**config.mk**
```make
export PLATFORM = sky130hd
export DESIGN_NAME = sccb_init_sequencer
export DESIGN_NICKNAME = d
export VERILOG_FILES = /design/src/rtl/sccb_init_sequencer_pkg.sv /design/src/rtl/sccb_init_sequencer.sv
export SDC_FILE = /design/constraint.sdc
export NUM_CORES = 1
export LEC_CHECK = 0
export CAP_MARGIN = 20
export CORE_MARGIN = 4
export CORE_UTILIZATION = 45
export CTS_BUF_LIST = sky130_fd_sc_hd__clkbuf_16
export DETAILED_ROUTE_END_ITERATION = 10
export GPL_ROUTABILITY_DRIVEN = 0
export PLACE_DENSITY = 0.66
export SYNTH_ARGS = -nofsm -noshare
export SYNTH_HDL_FRONTEND = slang
export SYNTH_SLANG_ARGS = --single-unit
```
**constraint.sdc**
```tcl
create_clock -name clk -period 2.76 [get_ports clk]
set_clock_uncertainty 0.1 [all_clocks]
set_input_delay 0.414 -clock clk [delete_from_list [all_inputs] [get_ports clk]]
set_output_delay 0.414 -clock clk [all_outputs]
set_load 0.02 [all_outputs]
```
**src/rtl/sccb_init_sequencer_pkg.sv**
```systemverilog
// Shared types for the SCCB/I2C table-driven register initialiser.
// The optional readback-verify states exist only when SCCB_INIT_READBACK_EN is defined.
package sccb_init_pkg;

    // Sequencer states
    typedef enum logic [3:0] {
        ST_IDLE,
        ST_LOAD,
        ST_CHECK,
        ST_ISSUE,
        ST_WAIT,
        ST_DELAY,
        ST_DONE,
        ST_FAIL
`ifdef SCCB_INIT_READBACK_EN
        ,
        ST_RB_ISSUE,
        ST_RB_WAIT
`endif
    } state_t;

    // Entry kinds; a reg_addr of all ones marks a control word (END or DELAY)
    localparam logic [1:0] KIND_WRITE = 2'd0;
    localparam logic [1:0] KIND_DELAY = 2'd1;
    localparam logic [1:0] KIND_END   = 2'd2;

    // Classify a ROM entry from its all-ones reductions
    function automatic logic [1:0] decode_entry(input logic reg_all_ones,
                                                input logic data_all_ones);
        logic [1:0] kind;
        kind = KIND_WRITE;
        if (reg_all_ones) begin
            kind = data_all_ones ? KIND_END : KIND_DELAY;
        end
        return kind;
    endfunction

endpackage

```
**src/rtl/sccb_init_sequencer.sv**
```systemverilog
// Walks a {reg_addr,data} config ROM and issues one register write per entry
// through an I2C master handshake, with delay words, NACK retry and error report.
// Optional readback verify after each write: define SCCB_INIT_READBACK_EN.
module sccb_init_sequencer
    import sccb_init_pkg::*;
#(
    parameter int unsigned ROM_AW     = 8,
    parameter int unsigned REG_AW     = 8,
    parameter int unsigned DATA_W     = 8,
    parameter int unsigned DELAY_UNIT = 100_000,
    parameter int unsigned MAX_RETRY  = 3,
    parameter int unsigned AUTO_START = 1
) (
    input  logic                     clk,
    input  logic                     reset_n,
    input  logic                     init_req,
    output logic                     busy,
    output logic                     init_done,
    output logic                     init_err,
    output logic [ROM_AW-1:0]        err_index,
    output logic [ROM_AW-1:0]        rom_addr,
    input  logic [REG_AW+DATA_W-1:0] rom_data,
    output logic                     m_start,
    output logic                     m_rd,
    output logic [REG_AW-1:0]        m_reg_addr,
    output logic [DATA_W-1:0]        m_wdata,
    input  logic                     m_ready,
    input  logic                     m_done,
    input  logic                     m_nack,
    input  logic [DATA_W-1:0]        m_rdata
);

    localparam longint unsigned DLY_MAX = (64'd1 << DATA_W) * 64'(DELAY_UNIT);
    localparam int unsigned     DLY_W   = $clog2(DLY_MAX + 64'd1);
    localparam int unsigned     RTY_W   = (MAX_RETRY > 0) ? $clog2(MAX_RETRY + 1) : 1;
    localparam logic [ROM_AW-1:0] ROM_LAST = {ROM_AW{1'b1}};

    state_t             state;
    logic [RTY_W-1:0]   retry;
    logic [DLY_W-1:0]   dly_cnt;

    logic [REG_AW-1:0]  rom_reg_c;
    logic [DATA_W-1:0]  rom_wdata_c;
    logic [1:0]         entry_kind_c;
    logic               can_retry_c;
    logic [DLY_W-1:0]   dly_load_c;

    // Split and classify the ROM word currently presented
    assign {rom_reg_c, rom_wdata_c} = rom_data;
    assign entry_kind_c = decode_entry(&rom_reg_c, &rom_wdata_c);
    assign can_retry_c  = (32'(retry) < MAX_RETRY);
    assign dly_load_c   = DLY_W'((64'(rom_wdata_c) + 64'd1) * 64'(DELAY_UNIT));

`ifdef SCCB_INIT_READBACK_EN
    logic rb_ok_c;
    // Readback passes only on an ACK with matching data
    assign rb_ok_c = !m_nack && (m_rdata == m_wdata);
`else
    logic unused_rdata;
    assign unused_rdata = ^m_rdata;
    assign m_rd = 1'b0;
`endif

    // Sequencer FSM with registered outputs
    always_ff @(posedge clk or negedge reset_n) begin
        if (!reset_n) begin
            state      <= ST_IDLE;
            rom_addr   <= '0;
            retry      <= '0;
            dly_cnt    <= '0;
            busy       <= 1'b0;
            init_done  <= 1'b0;
            init_err   <= 1'b0;
            err_index  <= '0;
            m_start    <= 1'b0;
            m_reg_addr <= '0;
            m_wdata    <= '0;
`ifdef SCCB_INIT_READBACK_EN
            m_rd       <= 1'b0;
`endif
        end else begin
            m_start <= 1'b0;
            case (state)
                ST_IDLE, ST_DONE, ST_FAIL: begin
                    if (init_req || (state == ST_IDLE && AUTO_START != 0)) begin
                        rom_addr  <= '0;
                        retry     <= '0;
                        busy      <= 1'b1;
                        init_done <= 1'b0;
                        init_err  <= 1'b0;
                        state     <= ST_LOAD;
                    end
                end
                ST_LOAD: begin
                    state <= ST_CHECK;
                end
                ST_CHECK: begin
                    if (entry_kind_c == KIND_END) begin
                        init_done <= 1'b1;
                        busy      <= 1'b0;
                        state     <= ST_DONE;
                    end else if (entry_kind_c == KIND_DELAY) begin
                        dly_cnt <= dly_load_c;
                        state   <= ST_DELAY;
                    end else begin
                        m_reg_addr <= rom_reg_c;
                        m_wdata    <= rom_wdata_c;
                        state      <= ST_ISSUE;
                    end
                end
                ST_ISSUE: begin
`ifdef SCCB_INIT_READBACK_EN
                    m_rd <= 1'b0;
`endif
                    if (m_ready) begin
                        m_start <= 1'b1;
                        state   <= ST_WAIT;
                    end
                end
                ST_WAIT: begin
                    if (m_done && !m_nack) begin
`ifdef SCCB_INIT_READBACK_EN
                        m_rd  <= 1'b1;
                        state <= ST_RB_ISSUE;
`else
                        retry <= '0;
                        if (rom_addr == ROM_LAST) begin
                            init_done <= 1'b1;
                            busy      <= 1'b0;
                            state     <= ST_DONE;
                        end else begin
                            rom_addr <= rom_addr + ROM_AW'(1);
                            state    <= ST_LOAD;
                        end
`endif
                    end else if (m_done) begin
                        if (can_retry_c) begin
                            retry <= retry + RTY_W'(1);
                            state <= ST_ISSUE;
                        end else begin
                            err_index <= rom_addr;
                            init_err  <= 1'b1;
                            busy      <= 1'b0;
                            state     <= ST_FAIL;
                        end
                    end
                end
`ifdef SCCB_INIT_READBACK_EN
                ST_RB_ISSUE: begin
                    if (m_ready) begin
                        m_start <= 1'b1;
                        state   <= ST_RB_WAIT;
                    end
                end
                ST_RB_WAIT: begin
                    if (m_done && rb_ok_c) begin
                        m_rd  <= 1'b0;
                        retry <= '0;
                        if (rom_addr == ROM_LAST) begin
                            init_done <= 1'b1;
                            busy      <= 1'b0;
                            state     <= ST_DONE;
                        end else begin
                            rom_addr <= rom_addr + ROM_AW'(1);
                            state    <= ST_LOAD;
                        end
                    end else if (m_done) begin
                        m_rd <= 1'b0;
                        if (can_retry_c) begin
                            retry <= retry + RTY_W'(1);
                            state <= ST_ISSUE;
                        end else begin
                            err_index <= rom_addr;
                            init_err  <= 1'b1;
                            busy      <= 1'b0;
                            state     <= ST_FAIL;
                        end
                    end
                end
`endif
                ST_DELAY: begin
                    if (dly_cnt <= DLY_W'(1)) begin
                        dly_cnt <= '0;
                        retry   <= '0;
                        if (rom_addr == ROM_LAST) begin
                            init_done <= 1'b1;
                            busy      <= 1'b0;
                            state     <= ST_DONE;
                        end else begin
                            rom_addr <= rom_addr + ROM_AW'(1);
                            state    <= ST_LOAD;
                        end
                    end else begin
                        dly_cnt <= dly_cnt - DLY_W'(1);
                    end
                end
                default: begin
                    busy  <= 1'b0;
                    state <= ST_IDLE;
                end
            endcase
        end
    end

endmodule

```
# Word-level counts from Yosys, hierarchy flattened
# Cells that the tools add are included.
# word_totals
regBits	67
input_bits	30
output_inout_bits	37
wordCells	114
# classes
add_sub_neg	4
mul	1
n_lt_le_gt_ge	2
eq_ne	23
mux	47
n_bitwise	5
reduce_logical	21
# op_table
operator	count
$mux W25	3
$pmux W25 S2	1
$mux W8	4
$le A25 B1 Y1 const B	1
$sub A25 B1 Y25 const B	1
$pmux W4 S6	1
$pmux W8 S3	1
$mul A9 B12 Y20 const B	1
$mux W4	5
$ne A2 B2 Y1 const B	10
$mux W1	17
$eq A4 B3 Y1 const B	4
$reduce_and A8 Y1	2
$reduce_and A5 Y1	3
$mux W2	7
$mux W3	4
$reduce_and A4 Y1	3
$add A8 B1 Y9 const B	1
$ne A3 B3 Y1 const B	3
$add A8 B1 Y8 const B	1
$eq A4 B2 Y1 const B	2
$eq A8 B8 Y1 const B	1
$pmux W2 S3	1
$reduce_and A3 Y1	2
19 further kinds	24

# Logic depth before layout (Yosys ltp)
# Gate-level depths: netlist of the first run.
# logic_depth
depth_word	7
depth_mapped	19
depth_no_buf	19

# Least setup slack after synthesis of the first run
# OpenSTA, ideal clock, no wires.
# synth_timing
path_type	input to register
start	input rom_data[3]
end	register dly_cnt[23]
setup_time_ns	0.138
arrival_ns	4.145
t_required_ns	2.522
path_slack_ns	-1.623
path_stages	17
path_buffers	0
path_cell_list	and4_1 nand2_1 nor2_1 xor2_1 ha_1 ha_1 inv_1 fa_1 inv_1 fa_1 ha_1 and4_1 and2_1 a211oi_1 nor4b_1 o21ai_0 o221ai_1
# synth_via
elab_chain_cells	6
elab_cells_between_ends	13
# synth_rtl
element	line_no	rtl
start: declaration	sccb_init_sequencer.sv:22	input logic [REG_AW+DATA_W-1:0] rom_data,
parallel branches: the longest is 6 deep, another holds $mul A9 B12 Y20	n/a	
end signal: assignment	sccb_init_sequencer.sv:103	dly_cnt <= dly_load_c;
end signal: assignment	sccb_init_sequencer.sv:194	dly_cnt <= dly_cnt - DLY_W'(1);
end: declaration	sccb_init_sequencer.sv:40	logic [DLY_W-1:0] dly_cnt;
# Parallel ways; which one is timed is not known. The select of a mux whose other input is x is not followed.
# A chain may end at the register's enable or synchronous reset.

# Final worst setup path of the first run
# layout_timing
start	input rom_data[0]
end	register dly_cnt[20]
# Same word-level chain as after synthesis.

==> results.toml, run 1 <==
[outcome]
status = "complete, but fails checks"
violations = "setup timing"

[sta]
hold-worst-slack_ps = 48.0
finalHoldViolCount = 0
min_period_ps = 4080
worst_pin_slew_ps = 779
timing.final.ws_setup_ps = -1320
slew-limit-headroom_pct = 48.1
fmax_mhz = 245
final-max-slew-violation-count = 0
rsz0062_at_grt = "true"
finalSetupViolCount = 14
post-route-period-util_pct = 148

[power_and_ir_drop]
peakVddDrop_v = 0.000738
p_int_mw = 4.03
power_frac_comb_pct = 62.1
p_sw_mw = 3.24
switching_share_pct = 44.6
clkPwrFrac_pct = 14.5
power_frac_seq_pct = 23.4
cellPowerDensity_nw_per_um2 = 951
p_leak_nw = 3.43

[detailed_routing]
dr_total_vias = 5064
drc_errors = 0
drtIter0Drc = 273
vias_per_cell = 5.63
wl_microns = 15500
wl_per_cell_microns = 17.3
first_pass_iters = 5
route.antenna.remaining_nets = 0

[logic_synthesis]
synth_compound_area_share_pct = 17.5
synth_top_family_by_area = "adder cells"
synth_xor_area_share_pct = 4.02
synth_area_sq_um = 5240
ys.flop_type = "dfrtp_1"
yosys.area_share.simple_pct = 20.0
ys_warn_count = 0
syn_area_per_cell_sq_um = 8.70
async_flop_share_pct = 100
synthMuxAreaShare_pct = 0.789
yosysSeqAreaShare_pct = 31.5
ys_seq_elements = 66
synth_cell_types = 64
synth_fa_ha_area_share_pct = 20.4
synth_cells = 602
synth_nets = 707
synth_edf_count = 0

[grt]
use_met1_pct = 32.7
track_usage_pct = 24.3
grtUsageMet3_pct = 5.80
grt_pass1_wl_microns = 25800
grt_overflow_total = 0
grt_pass1_vias = 5263
grt_max_degree = 36
busiest_layer = "met2"
antenna_found_initial = 0
met2_usage_pct = 38.0

[cts]
clock-sinks = 66
cts-root-buf = "clkbuf_16"
h-tree-depth = 3
cts_tree = "built"
holdBufCountCts = 0
clockBufferDepth = 2
cts_buffers = 9
clk_pin_slew_ps = 60
clock_latency_ps = 340

[layout]
drive_gt1_share_pct = 28.0
nets = 856
layoutNonFillerInstCount = 899
area_delta_synth_final_pct = 45.9
utilization_pct = 66.9
n_antenna_cell = 0

[die]
io_pins = 67
core_sq_um = 11400
rows = 39
die_height_microns = 116
die_width_microns = 116
dieArea_sq_um = 13400
initial_core_util_pct = 45.8

[setup_path]
worst-setup-path-type = "in -> reg"
cp.required_ps = 2880
end_kind = "register"
path_max_fanout = 3
setup.worst_path.start_class = "primary input"
arrival_ps = 4200

[flow_run]
timing.max_cap.violations = 0

[min_path]
hp-class = "in -> async"

[placed_design]
dp.cells = 866
place_ws_ps = -2170
port_buffers = 57
hpwl_microns = 11300
-- repair_timing --
action                                  in CTS  in global routing
endpoints found under the setup margin      16                 15
pin swaps                                   52                 39
resized for setup                           89                 17
setup buffers                               14                  4
gates cloned                                 0                  0
-- cells by family (layout without fill, tap and decap cells) --
logic type                 after synthesis  count (layout)
and+or+nand+nor                        216             216
muxes                                    4               4
buffers and inverters                   77             231
DFF                                     66              66
adders and majority gates               75              75
other                                    1               1
AOI/OAI and AO/OA                      139             139
xor gates and xnor gates                24              24
-- final timing paths --
kind | from | end | slack, ps | cells past startpoint
setup / recovery | rom_data[0] | dly_cnt[20]$_DFFE_PN0P_ | -1320 | 19
hold / removal | reset_n | dly_cnt[18]$_DFFE_PN0P_ | 50 | 1
setup reg to reg | dly_cnt[5]$_DFFE_PN0P_ | busy$_DFFE_PN0P_ | 210 | 6
hold reg to reg | m_wdata[3]$_DFFE_PN0P_ | m_wdata[3]$_DFFE_PN0P_ | 380 | 2
max in group asynchronous | reset_n | rom_addr[3]$_DFFE_PN0P_ | 1850 | 2
min in group clk | rom_data[2] | m_wdata[2]$_DFFE_PN0P_ | 270 | 4
-- flip-flops by register name, summed over array words and instances, names as in the netlist, 2 cells and up --
register and flops:
retry 2, state 3, m_reg_addr 8, m_wdata 8
err_index 8, rom_addr 8, dly_cnt 25
-- placed cells by master, fill, tap and decap left out, types with 4 or more instances in the layout --
cell type / n
o221ai_1: 5
nand4_1: 9
buf_4: 85
xnor2_1: 8
o211ai_1: 11
inv_1: 51
a21oi_2: 5
clkdlybuf4s50_1: 48
nand2b_1: 5
nor2b_1: 6
a211oi_1: 4
buf_6: 13
clkbuf_16: 9
o21ai_0: 7
or2_2: 4
fa_1: 16
buf_12: 4
ha_1: 33
and3_1: 6
clkinvlp_4: 5
nor4_1: 7
a221o_1: 6
a21oi_1: 19
nand3_2: 4
o22ai_1: 4
o21ai_1: 33
or3_1: 4
xor2_1: 7
a21o_1: 4
nor3_1: 21
nor2_1: 31
nand3_1: 19
ha_4: 25
nand2_1: 75
inv_2: 8
dfrtp_1: 66
-- power groups by stage --
stage	logic (mW)	clock network (mW)	registers, mW
final	4.51	1.05	1.70
after global routing	4.95	1.12	1.76
after CTS	4.36	1.08	1.69
after detailed placement	4.02	0	1.70
after global placement	3.94	0	1.69
after floorplan	2.47	0	1.77
-- per-layer routing --
layer  vias up  routed length, microns
met3        39                     725
met5         -                       0
met2       166                    7300
met1      2424                    7030
met4         0                     459
li1       2435                       -
-- synthesized netlist by cell type, types with 2 or more instances --
library cell / number / area, sq um
a211oi_1: 7 / 52.6
a21o_1: 4 / 30.0
a21oi_1: 25 / 125
a221o_1: 6 / 60.1
a22oi_1: 2 / 15.0
a31oi_1: 6 / 37.5
a41oi_1: 2 / 17.5
and2_1: 2 / 12.5
and3_1: 6 / 37.5
and4_1: 3 / 26.3
buf_2: 4 / 20.0
clkbuf_1: 10 / 37.5
dfrtp_1: 66 / 1650
fa_1: 17 / 340
ha_1: 58 / 726
inv_1: 60 / 225
mux2i_1: 3 / 30.0
nand2_1: 80 / 300
nand2b_1: 5 / 31.3
nand3_1: 25 / 125
nand4_1: 9 / 56.3
nor2_1: 33 / 124
nor2b_1: 6 / 37.5
nor3_1: 21 / 105
nor3_2: 2 / 20.0
nor4_1: 7 / 43.8
o211a_1: 3 / 30.0
o211ai_1: 11 / 82.6
o21a_1: 2 / 15.0
o21ai_0: 12 / 60.1
o21ai_1: 31 / 155
o21bai_1: 2 / 15.0
o221ai_1: 6 / 52.6
o22a_1: 3 / 26.3
o22ai_1: 4 / 25.0
or2_2: 4 / 25.0
or3_1: 4 / 25.0
or4_1: 2 / 15.0
or4_4: 2 / 22.5
xnor2_1: 14 / 123
xor2_1: 10 / 87.6
-- cell type report --
| type | instances | area (sq um) |
|---|---|---|
| clock buffers | 9 | 225 |
| clock inverters | 7 | 47.5 |
| fillers | 888 | 3780 |
| inverters | 61 | 238 |
| multi-input cells | 459 | 3930 |
| flip-flops and latches | 66 | 1650 |
| well taps | 143 | 179 |
| repair buffers | 154 | 1370 |
-- per-stage QoR --
stage          TNS [ps]  power (mW)  area, sq um
2_1_floorplan    -14540        4.24         5520
3_3_place_gp     -27200        5.62         6810
3_5_place_dp     -28270        5.72         6810
4_1_cts          -14580        7.13         7510
5_1_grt          -17610        7.82         7640
6_report         -15430        7.27         7640
-- worst max-delay path, stage by stage --
cell and delay, ps:
buf_12 110, buf_6 110, ha_4 180, xor2_4 160, ha_4 280, inv_2 40, fa_1 530, inv_1 50
ha_1 280, inv_1 50, fa_1 480, inv_2 60, fa_2 370, a211oi_4 220, o211ai_1 160, a21o_1 230
a21oi_2 130, xor2_1 230, o22ai_1 100
Power figures use the tool's default switching activity.
==> run 2: changes to the inputs <==
--- a/config.mk
+++ b/config.mk
@@ -5,12 +5,12 @@
 export SDC_FILE = /design/constraint.sdc
 export NUM_CORES = 1
 export LEC_CHECK = 0
-export CAP_MARGIN = 20
-export CORE_MARGIN = 4
+export CORE_MARGIN = 2
 export CORE_UTILIZATION = 45
 export CTS_BUF_LIST = sky130_fd_sc_hd__clkbuf_16
 export DETAILED_ROUTE_END_ITERATION = 10
 export GPL_ROUTABILITY_DRIVEN = 0
+export GPL_TIMING_DRIVEN = 0
 export PLACE_DENSITY = 0.66
 export SYNTH_ARGS = -nofsm -noshare
 export SYNTH_HDL_FRONTEND = slang
==> run 2 against run 1 <==
The run still ends with setup timing left. Setup slack got worse by 26 ps. Cell count shrank 4.3%. Global-route usage increased by 0.14 points. Maximum frequency shrank 0.63%. Largest power group unchanged. Critical path type unchanged. First-iteration DRC count grew 21%. Total power about the same. Sequential power is 4% lower. Final area is 4.8% lower. Routed wire length down 4.9%. Worst hold slack got worse by 13 ps. Critical endpoint unchanged.
==> results.toml, run 2 (same netlist as run 1, synthesis figures left out) <==
[layout]
n_antenna_cell = 0
final_common_cell = "nand2_1"
area_delta_synth_final_pct = 39.0
fin_area_sq_um = 7280
layoutNonFillerInstCount = 860
largest_reg_flops = 25
drive_gt1_share_pct = 22.2
regMostFlops = "dly_cnt"
final_cell_mix = "78 x nand2_1, 66 x dfrtp_1, 48 x inv_1, 48 x clkdlybuf4s50_1, 37 x buf_4"
utilization_pct = 64.0
nets = 818
fillCellCount = 899

[setup_path]
crit_top_cell = "inv_2"
arrival_ps = 4190
timing.rr.start = "state[1]$_DFFE_PN0P_"
worst-setup-path-type = "in -> reg"
startpoint = "rom_data[0]"
setup.worst_path.start_class = "primary input"
critPathTopFamily = "adder cells"
critPathBufInv = 7
slowest_stage = "fa_1"
cp.required_ps = 2850
timing.critical_path.cells = "buf_12 > clkinvlp_4 > ha_4 > inv_4 > ha_4 > inv_2 > fa_1 > inv_1 > ha_1 > inv_2 > fa_1 > inv_2 > fa_2 > a211oi_4 > o211ai_1 > a21o_1 > a21oi_2 > xor2_1 > o22ai_1"
slowest_delay_ps = 510
end_kind = "register"
path_max_fanout = 5

[die]
io_pins = 67
die_height_microns = 112
core_sq_um = 11400
rows = 39
dieArea_sq_um = 12500
die_width_microns = 112
initial_core_util_pct = 46.0

[power_and_ir_drop]
cellPowerDensity_nw_per_um2 = 998
peakVddDrop_v = 0.000677
p_leak_nw = 3.23
p_total_mw = 7.26

[sta]
rsz0062_at_grt = "true"
timing.final.ws_setup_ps = -1340
slew-limit-headroom_pct = 41.4
min_period_ps = 4100
fmax_mhz = 244
final-max-slew-violation-count = 0
tns_ps = -15480
hold-worst-slack_ps = 34.9
finalSetupViolCount = 14
finalHoldViolCount = 0
post-route-period-util_pct = 149
worst_pin_slew_ps = 879

[grt]
grt_max_degree = 67
antenna_found_initial = 0
grt_pass1_wl_microns = 24800
grt_pass1_vias = 5205
grt_overflow_total = 0
track_usage_pct = 24.5

[placed_design]
placed_area_sq_um = 6270
place_ws_ps = -2610
hpwl_microns = 10300
dp.cells = 802
port_buffers = 57

[detailed_routing]
first_pass_iters = 5
vias_per_cell = 5.81
wl_per_cell_microns = 17.2
dr_total_vias = 4993
drtIter0Drc = 330
route.antenna.remaining_nets = 0
drc_errors = 0
wl_microns = 14800

[cts]
clk_pin_slew_ps = 60
clock-sinks = 66
cts-root-buf = "clkbuf_16"
clock_latency_ps = 340
h-tree-depth = 3
cts_buffers = 9
cts_tree = "built"
holdBufCountCts = 0
clockBufferDepth = 2

[min_path]
hp-class = "in -> async"

[flow_run]
timing.max_cap.violations = 0

[outcome]
status = "complete, but fails checks"
violations = "setup timing"
==> run 2: cell types whose count changed in the layout (fill, tap and decap cells not counted), moves of 3 or more <==
cell        previous run  this run
buf_4                 85        37
buf_6                 13         8
clkbuf_1               0         9
clkinvlp_4             5         1
ha_4                  25        22
inv_1                 51        48
inv_2                  8        11
nand2_1               75        78
==> run 2: worst reg2reg max path, cell delays in order (launching register included) <==
cell       delay, ps
dfrtp_1          400
nor2b_1          120
clkbuf_1         380
nand2_1          330
a41oi_2          440
clkbuf_2         330
nand2_1          150
a21boi_1         160
o2bb2ai_1        140
==> run 2: per-layer routing <==
metal	global-route usage, %	up-vias	wire (microns)	part of all wire (%)
met5	0	-	0	0
met4	9.05	0	400	2.7
met3	3.59	38	808	5.5
met2	40.0	172	7000	47
met1	33.1	2416	6540	44
li1	-	2367	-	-
==> run 2: what timing repair did <==
| item | 4_1_cts | 5_1_grt |
|---|---|---|
| pin swaps | 50 | 33 |
| resized for setup | 99 | 21 |
| setup endpoints to repair | 20 | 26 |
| setup buffers | 35 | 8 |
==> run 2: power breakdown <==
part | internal, mW | switching [mW] | leakage (nW)
Sequential | 1.31 | 0.337 | 0.858
Clock | 0.781 | 0.455 | 0.153
Combinational | 1.99 | 2.39 | 2.22
==> run 2: final cells by class <==
class / count / area, sq um / area share (%)
repair buffers: 100 / 976 / 13.4
clock buffers: 9 / 225 / 3.10
well taps: 143 / 179 / 2.46
multi-input cells: 459 / 3850 / 53.0
inverters: 61 / 235 / 3.23
plain buffers: 16 / 71.3 / 0.980
clock inverters: 6 / 82.6 / 1.13
flip-flops and latches: 66 / 1650 / 22.7
==> run 2: path summary, 6_finish.rpt <==
| path | endpoint | cells after the start | slack [ps] |
|---|---|---|---|
| worst min-delay path | dly_cnt[17]$_DFFE_PN0P_ | 1 | 30 |
| worst min register to register | m_wdata[1]$_DFFE_PN0P_ | 2 | 370 |
| min in group clk | m_wdata[5]$_DFFE_PN0P_ | 3 | 200 |
| worst max register to register | dly_cnt[14]$_DFFE_PN0P_ | 8 | 140 |
| worst max-delay path | dly_cnt[20]$_DFFE_PN0P_ | 19 | -1340 |
| max in group asynchronous | m_wdata[6]$_DFFE_PN0P_ | 1 | 1880 |
